<file path="config.mk">
export PLATFORM = sky130hd
export DESIGN_NAME = tg_obuf
export DESIGN_NICKNAME = d
export VERILOG_FILES = /design/src/rtl/tg_obuf_pkg.sv /design/src/rtl/tg_flit_fifo.sv /design/src/rtl/tg_obuf.sv
export SDC_FILE = /design/constraint.sdc
export NUM_CORES = 1
export LEC_CHECK = 0
export ABC_AREA = 1
export BUFFER_PORTS_ARGS = -buffer_cell sky130_fd_sc_hd__buf_2
export CORE_UTILIZATION = 58
export DETAILED_ROUTE_END_ITERATION = 8
export PLACE_DENSITY = 0.8
export SLEW_MARGIN = 10
export SYNTH_ARGS = -nofsm -noshare
export SYNTH_HDL_FRONTEND = slang
export SYNTH_SLANG_ARGS = --single-unit
</file>
<file path="constraint.sdc">
create_clock -name clock -period 4.6 [get_ports clock]
set_clock_uncertainty 0.1 [all_clocks]
set_input_delay 0.92 -clock clock [delete_from_list [all_inputs] [get_ports clock]]
set_output_delay 0.92 -clock clock [all_outputs]
set_load 0.02 [all_outputs]
</file>
<file path="src/rtl/tg_obuf_pkg.sv">
// Shared flit layout and helpers for the traffic-generator output buffer.
package tg_obuf_pkg;

   localparam int TS_WIDTH      = 8;
   localparam int ADDR_WIDTH    = 4;
   localparam int FLIT_WIDTH    = 3 + TS_WIDTH + 2 * ADDR_WIDTH + 5;
   localparam int FLIT_HEAD_BIT = FLIT_WIDTH - 1;
   localparam int FLIT_TAIL_BIT = FLIT_WIDTH - 2;

   typedef struct packed {
      logic                  head;
      logic                  tail;
      logic                  measure;
      logic [TS_WIDTH-1:0]   ts;
      logic [ADDR_WIDTH-1:0] dest;
      logic [ADDR_WIDTH-1:0] src;
      logic [4:0]            pad;
   } flit_t;

   function automatic logic is_head(input logic [FLIT_WIDTH-1:0] f);
      return f[FLIT_HEAD_BIT];
   endfunction

endpackage

</file>
<file path="src/rtl/tg_flit_fifo.sv">
// Small circular flit FIFO with occupancy count; read data is the registered head entry.
module tg_flit_fifo #(
   parameter int WIDTH     = 24,
   parameter int LOG_DEPTH = 2
) (
   input  logic                 clock,
   input  logic                 reset,
   input  logic                 wr_i,
   input  logic [WIDTH-1:0]     wdata_i,
   input  logic                 rd_i,
   output logic [WIDTH-1:0]     rdata_o,
   output logic                 full_o,
   output logic                 empty_o,
   output logic [LOG_DEPTH:0]   count_o
);

   localparam int DEPTH = 2 ** LOG_DEPTH;

   logic [WIDTH-1:0]     mem_q [DEPTH];
   logic [LOG_DEPTH-1:0] wr_ptr_q;
   logic [LOG_DEPTH-1:0] rd_ptr_q;
   logic [LOG_DEPTH:0]   count_q;
   logic [LOG_DEPTH:0]   count_d;

   always_comb begin
      count_d = count_q;
      if (wr_i && !rd_i) begin
         count_d = count_q + 1'b1;
      end else if (rd_i && !wr_i) begin
         count_d = count_q - 1'b1;
      end
   end

   // Storage is cleared on reset so the head output reads zero while empty after reset.
   always_ff @(posedge clock or posedge reset) begin
      if (reset) begin
         wr_ptr_q <= '0;
         rd_ptr_q <= '0;
         count_q  <= '0;
         for (int i = 0; i < DEPTH; i++) begin
            mem_q[i] <= '0;
         end
      end else begin
         if (wr_i) begin
            mem_q[wr_ptr_q] <= wdata_i;
            wr_ptr_q        <= wr_ptr_q + 1'b1;
         end
         if (rd_i) begin
            rd_ptr_q <= rd_ptr_q + 1'b1;
         end
         count_q <= count_d;
      end
   end

   assign rdata_o = mem_q[rd_ptr_q];
   assign full_o  = (count_q == (LOG_DEPTH + 1)'(DEPTH));
   assign empty_o = (count_q == '0);
   assign count_o = count_q;

endmodule

</file>
<file path="src/rtl/tg_obuf.sv">
// Output buffer between the traffic generator and the router injection port,
// with credit-based flow control and a head-flit counter.
module tg_obuf
   import tg_obuf_pkg::*;
#(
   parameter int LOG_DEPTH    = 2,
   parameter int CREDIT_WIDTH = 3,
   parameter int NUM_CREDITS  = 4
) (
   input  logic                  clock,
   input  logic                  reset,
   input  logic                  enable,
   input  logic [FLIT_WIDTH-1:0] flit_in,
   input  logic                  flit_in_valid,
   output logic                  obuf_full,
   output logic [FLIT_WIDTH-1:0] flit_out,
   output logic                  flit_out_valid,
   input  logic                  credit_in,
   output logic [LOG_DEPTH:0]    occupancy,
   output logic [15:0]           pkts_sent,
   output logic                  credit_err
);

   localparam logic [CREDIT_WIDTH-1:0] CREDIT_MAX = CREDIT_WIDTH'(NUM_CREDITS);

   logic                    wr;
   logic                    send;
   logic                    empty;
   logic                    credit_ok;
   logic [CREDIT_WIDTH-1:0] credits_q;
   logic [CREDIT_WIDTH-1:0] credits_d;
   logic [15:0]             pkts_q;
   logic [15:0]             pkts_d;
   logic                    err_q;
   logic                    err_d;

   tg_flit_fifo #(
      .WIDTH     (FLIT_WIDTH),
      .LOG_DEPTH (LOG_DEPTH)
   ) u_fifo (
      .clock   (clock),
      .reset   (reset),
      .wr_i    (wr),
      .wdata_i (flit_in),
      .rd_i    (send),
      .rdata_o (flit_out),
      .full_o  (obuf_full),
      .empty_o (empty),
      .count_o (occupancy)
   );

   // The generator only commits a flit when enable is high, so writes need it too.
   assign wr        = flit_in_valid & enable & ~obuf_full;
   assign send      = ~empty & (credits_q != '0) & enable;
   assign credit_ok = credit_in & (credits_q != CREDIT_MAX);

   // A credit arriving with the counter already full is spurious: ignored and flagged.
   always_comb begin
      credits_d = credits_q;
      case ({send, credit_ok})
         2'b10:   credits_d = credits_q - 1'b1;
         2'b01:   credits_d = credits_q + 1'b1;
         default: credits_d = credits_q;
      endcase
      err_d  = err_q | (credit_in & (credits_q == CREDIT_MAX));
      pkts_d = pkts_q + {15'd0, send & is_head(flit_out)};
   end

   always_ff @(posedge clock or posedge reset) begin
      if (reset) begin
         credits_q <= CREDIT_MAX;
         pkts_q    <= '0;
         err_q     <= 1'b0;
      end else begin
         credits_q <= credits_d;
         pkts_q    <= pkts_d;
         err_q     <= err_d;
      end
   end

   assign flit_out_valid = send;
   assign pkts_sent      = pkts_q;
   assign credit_err     = err_q;

endmodule

</file>
### Word-level counts from Yosys, hierarchy flattened

Index checks and enable logic that the tools add are counted.

* register bits: 123
* bits in latches: 0
* memory bits (writable): 0
* memory bits (read-only): 0
* input bits: 29
* output and inout bits: 46
* logic and storage cells: 55
* memories: 0

* $add $sub $neg: 7
* multipliers: 0
* divide/modulo/power cells: 0
* $lt $le $gt $ge: 3
* eq/ne operators: 5
* shifts and indexed selects: 0
* multiplexer cells: 9
* bitwise gates (word level): 12
* reduce and logical (&&, ||, !) cells: 9

Operators with widths (count)
* 96-bit bitwise mux: 1
* 24-bit two-way mux: 3
* 24-bit binary-select mux with 2-bit select: 1
* 24-bit demux with 2-bit select: 1
* 16-bit by 1-bit adder with 16-bit output: 1
* 1-bit AND: 7
* 3-bit by 1-bit adder with 3-bit output, second input constant: 2
* 3-bit == test, second input constant: 2
* 3-bit greater-or-equal comparator, second input constant: 2
* 3-bit two-way mux: 2
* 2-bit inverter with 3-bit output: 2
* 3-bit one-hot mux with 2 select lines: 1
* 3-bit by 1-bit subtractor with 3-bit output, second input constant: 2
* 2-bit by 1-bit adder with 2-bit output, second input constant: 2
* 2-bit nonzero test: 2
* 1-bit logical AND: 3
* 3-bit zero test: 1
* 3-bit by 1-bit less-than comparator with 1-bit output, second input constant: 1
* 3-bit != test, second input constant: 1
* 3-bit nonzero test: 1
* 2-bit by 1-bit == test with 1-bit output, second input constant: 1
* 2-bit == test, second input constant: 1
* 1-bit zero test: 2
* 1-bit inverter: 2
* 1-bit OR: 1

### Longest topological paths before layout

* word-level depth: 7
* gate-level depth with buffers: 13
* mapped depth without buffers: 12

### Cells and area by module

From an unflattened synthesis, not the netlist that was laid out.

* cells, all modules: 682
* area total of the unflattened synthesis: 6098.3 µm²

Modules (own cells, without submodules)
* tg_flit_fifo: instances 1, cells each 561, area each 5032.3 µm², sequential area each 2577.5 µm²
* tg_obuf: instances 1, cells each 121, area each 1066.0 µm², sequential area each 501.7 µm²

### Least setup slack after synthesis

No wires, ideal clock.

* kind: input -> register
* start point: in flit_in_valid
* end point: reg u_fifo.count_q[2], in the netlist u_fifo.count_o[2]
* library setup time: 0.079 ns
* arrival time: 2.269 ns
* data required time: 4.421 ns
* setup slack: 2.152 ns
* stages on the path: 10
* path buffers: 0
* cell sequence: nand2_1 > inv_2 > nand2_1 > inv_1 > ha_1 > inv_1 > fa_1 > or2_2 > nand2_1 > xor2_1

* word-level cells in the longest chain between the ends: 5
* elaborated cells between the ends (all ways): 7
* classes of those cells: mux: 1; bitwise: 2; reduce/logical: 4

Ends and longest elaborated chain
* start, declared: line tg_obuf.sv:14 `input logic flit_in_valid,`
* 1-bit AND * (2 in series): line tg_obuf.sv:53 `assign wr = flit_in_valid & enable & ~obuf_full;`
* via u_fifo.wr_i: line tg_flit_fifo.sv:8 `input logic wr_i,`
* 1-bit zero test: line tg_flit_fifo.sv:29 `end else if (rd_i && !wr_i) begin`
* 1-bit logical AND: line tg_flit_fifo.sv:29
* 2-bit nonzero test (no line)
* end signal, assigned: line tg_flit_fifo.sv:51 `count_q <= count_d;`
* end, declared: line tg_flit_fifo.sv:22 `logic [LOG_DEPTH:0] count_q;`

The timed path passes the listed nets; every way through them passes the cells marked *.
A chain may end at the register's enable or synchronous reset.

### Worst setup path after layout

* start point: reg u_fifo.rd_ptr_q[0]
* end point: out flit_out[3]

* word-level cells in the longest chain between the ends: 4

Ends and longest elaborated chain
* start, declared: line tg_flit_fifo.sv:21 `logic [LOG_DEPTH-1:0] rd_ptr_q;`
* start signal, assigned: line tg_flit_fifo.sv:49 `rd_ptr_q <= rd_ptr_q + 1'b1;`
* 2-bit inverter with 3-bit output (not written as such): line tg_flit_fifo.sv:55 `assign rdata_o = mem_q[rd_ptr_q];`
* 24-bit binary-select mux with 2-bit select: line tg_flit_fifo.sv:55
* 24-bit two-way mux (not written as such) (2 in series): line tg_flit_fifo.sv:55
* end, declared: line tg_obuf.sv:16 `output logic [FLIT_WIDTH-1:0] flit_out,`

Every way passes these cells. The select of a mux whose other input is x is not followed.

==> results by group <==
Run status
  • Status: finished, final reports clean

Clocking
  • TritonCTS Buffers: 17
  • Skew-Pair Late Insertion Delay: 0.52 ns
  • Post-CTS resize count: 0
  • H-tree lvl count: 4
  • Setup Buffers After CTS: 0
  • Clk root buf: clkbuf_8
  • Clock sink total: between 100 and 150
  • Max Buffers Root-to-Sink: 2
  • CTS Hold Buffers Added: 0
  • Reg clk slew, reported paths: 0.06 ns
  • CTS tree: built

Placement
  • Worst slack, placed: ~1.9 ns
  • Placed cell areas: 5970 um^2
  • Gpl congestion: 0.774
  • PortBufs: 74
  • Detailed placement HPWL: around 7400 um

STA
  • Final setup margin: around 1.5 ns
  • Worst slew pin tran: about 1.1 ns
  • Hold Fails Final Rpt: 0
  • Slew Limit Fails: 0
  • Worst slew margin: about 30%
  • Fin crit share: 68.3%
  • Setup_tns: 0 ns
  • Fmax: ~0.32 GHz
  • RSZ-0062 raised after global routing: false
  • Setup-failing EPs final: 0
  • Post-route minimum period: between 3 and 4 ns

Synth
  • Syn avg cell area: just under 9 um^2
  • Netlist cell types: 28
  • Commonest cells post-synth: nand2_1, dfrtp_1, o21ai_1
  • Post-synthesis sequential area ratio: around 54%
  • Post-synth top area cell: dfrtp_1
  • YS warnings: 0
  • Mapped Cells: about 630
  • Synthesized area: about 5700 um^2
  • Post-Syn Nets: 671
  • Yosys top cell area share: between 50 and 60%
  • Most used DFF post-synth: dfrtp_1
  • Synth Register Bits: approximately 120
  • Largest cells by area after synthesis: dfrtp_1, nand2_1, o21ai_1, o21ai_0, nor2_1
  • Async SR Flop Fraction: between 90% and 100%
  • Post-synth EDFFs: 0
  • Most common cell in the netlist: nand2_1

Pwr
  • Leak: about 0.0032 uW
  • Cell Pwr Density: 777 nW/um^2
  • Worst VDD drop: approximately 0.33 mV

Final layout
  • Ratio of cells with drive above 1 in the final layout: a little under 20%
  • Post-layout util: around 70%
  • FILL cells: roughly 700
  • Design area: about 6600 um^2
  • Area Growth Syn to Fin: 16.0%
  • N_diodes: 0
  • Fin nets: between 700 and 800

Die
  • Die W: around 100 um
  • Std-Cell Core Area: between 9000 and 10,000 um^2
  • Die Y: a little over 100 um
  • Die ar.: slightly above 10,000 um^2
  • I/O Pins: 75
  • Row count: 35
  • Initial Util: between 60 and 70%

Worst hold path
  • Hold crit path type: flop to flop

Setup path
  • Delay of the slowest critical-path stage: ~0.62 ns
  • CP Data Required Time: approximately 3.6 ns
  • Critical-path cell list: inv_2 > o21ai_0 > o22ai_1 > buf_2
  • Crit path kind: flop to output port
  • Worst EP arrival: around 2.1 ns
  • Critical path peak fanout: 49
  • Buf/Inv on CP: 2
  • Crit path max-delay cell type: inv_2
  • Crit path max-delay family: buffers and inverters
  • Crit. End Element: output port
  • Startpoint types: flop

Route
  • # DRC: 0
  • Vias/cell: roughly 5.5
  • DRT Wirelength: roughly 13,000 um
  • DR WL/cell: 15.0 um
  • TritonRoute pass-1 iters: 5
  • Iter 0 DRT Violations: 328
  • ANT nets after route: 0
  • Via count: roughly 4,600

Global routing
  • First-pass GRT wire length: just over 20,000 um
  • Largest net degree at the start of global routing: a little over 80
  • Vias in the first global route: ~4,400
  • Gr usage total: between 20% and 30%
  • Congestion Overflow GR: 0
  • Initial antenna violation count: 0

Run
  • Max cap viols: 0
## worst paths after layout
kind	startpoint	endpoint	slack, ns	cells past startpoint
setup reg to reg	u_fifo.rd_ptr_q[0]$_DFFE_PP0P_	pkts_sent[10]$_DFF_PP0_	1.86	10
min in group asynchronous	reset	u_fifo.mem_q[14]$_DFFE_PP0P_	0.55	2
setup / recovery	u_fifo.rd_ptr_q[0]$_DFFE_PP0P_	flit_out[3]	1.46	4
hold reg to reg	u_fifo.mem_q[68]$_DFFE_PP0P_	u_fifo.mem_q[68]$_DFFE_PP0P_	0.38	2
max in group asynchronous	reset	u_fifo.mem_q[10]$_DFFE_PP0P_	2.96	3
hold / removal	u_fifo.mem_q[68]$_DFFE_PP0P_	u_fifo.mem_q[68]$_DFFE_PP0P_	0.38	2
## registers in the layout, summed over array words and instances (netlist names)
signal and flops:
pkts_sent 16, u_fifo.rd_ptr_q 2, credits_q 3, credit_err 1, u_fifo.wr_ptr_q 2, u_fifo.mem_q 96, u_fifo.count_o 3
## stage by stage
step / hold slack (ns) / instances / power (uW)
6_report: 0.376 / 836 / 5090
5_1_grt: 0.388 / 836 / 5410
4_1_cts: 0.378 / 836 / 5100
3_5_place_dp: 0.364 / 804 / 3780
3_3_place_gp: 0.354 / 804 / 3670
2_1_floorplan: 0.348 / 632 / 3250
## placed cells by master (no fill, tap or decap)
master,Yosys,final
a21oi_1,5,5
a31oi_1,1,1
buf_2,7,74
buf_4,3,4
bufinv_16,0,2
clkbuf_16,0,16
clkbuf_8,0,1
clkinv_2,0,1
clkinv_4,0,5
clkinvlp_4,0,3
dfrtp_1,122,122
dfstp_2,1,1
fa_1,2,2
ha_1,8,8
inv_1,46,45
inv_2,5,5
inv_4,0,1
inv_6,0,4
nand2_1,135,135
nand3_1,10,10
nand3_2,4,4
nand3_4,1,1
nand3b_1,1,1
nand4_1,3,3
nor2_1,65,65
o21ai_0,64,64
o21ai_1,69,69
o21ai_2,16,16
o21bai_1,1,1
o22ai_1,23,23
or2_2,2,2
xnor2_1,7,7
xor2_1,6,6
## per-layer routing
metal  global-route usage (%)  routed length (um)  part of all wire [%]  vias to the layer above
met5                        0                   0                     0                        -
met4                     11.0                 209                   1.7                        0
met2                     42.9                6250                    50                      162
li1                         -                   -                     -                     2205
met3                     6.17                 628                   5.0                       23
met1                     34.7                5450                    43                     2239
## final cells by class
class / count / area, um^2 / share of cell area, %
inverters: 51 / 194 / 2.96
well taps: 129 / 161 / 2.46
repair buffers: 78 / 400 / 6.11
flip-flops and latches: 123 / 3080 / 47.0
clock buffers: 17 / 414 / 6.32
clock inverters: 15 / 166 / 2.54
multi-input cells: 423 / 2140 / 32.6
## report_power, final
part / switching, uW / leakage, uW / internal, uW
Sequential: 275 / 0.00154 / 1560
Clock: 517 / 0.000276 / 779
Combinational: 1280 / 0.00143 / 683
## cell families after synthesis
family / share of synthesized area, %
and+or+nand+nor: 15.9
AOI/OAI and AO/OA: 17.5
DFF: 54.5
buffers and inverters: 7.66
xor gates and xnor gates: 2.01
adders and majority gates: 2.48
## worst reg2reg max path: stages, from the launching register on
cell and delay (ns):
dfrtp_1 0.39, inv_2 0.62, o21ai_0 0.29, a21oi_1 0.21
ha_1 0.22, ha_1 0.19, nand3_1 0.14, inv_1 0.13
nand2_1 0.11, o21ai_0 0.17, nand2_1 0.07
Note: power is estimated with default switching activity, not from simulation.
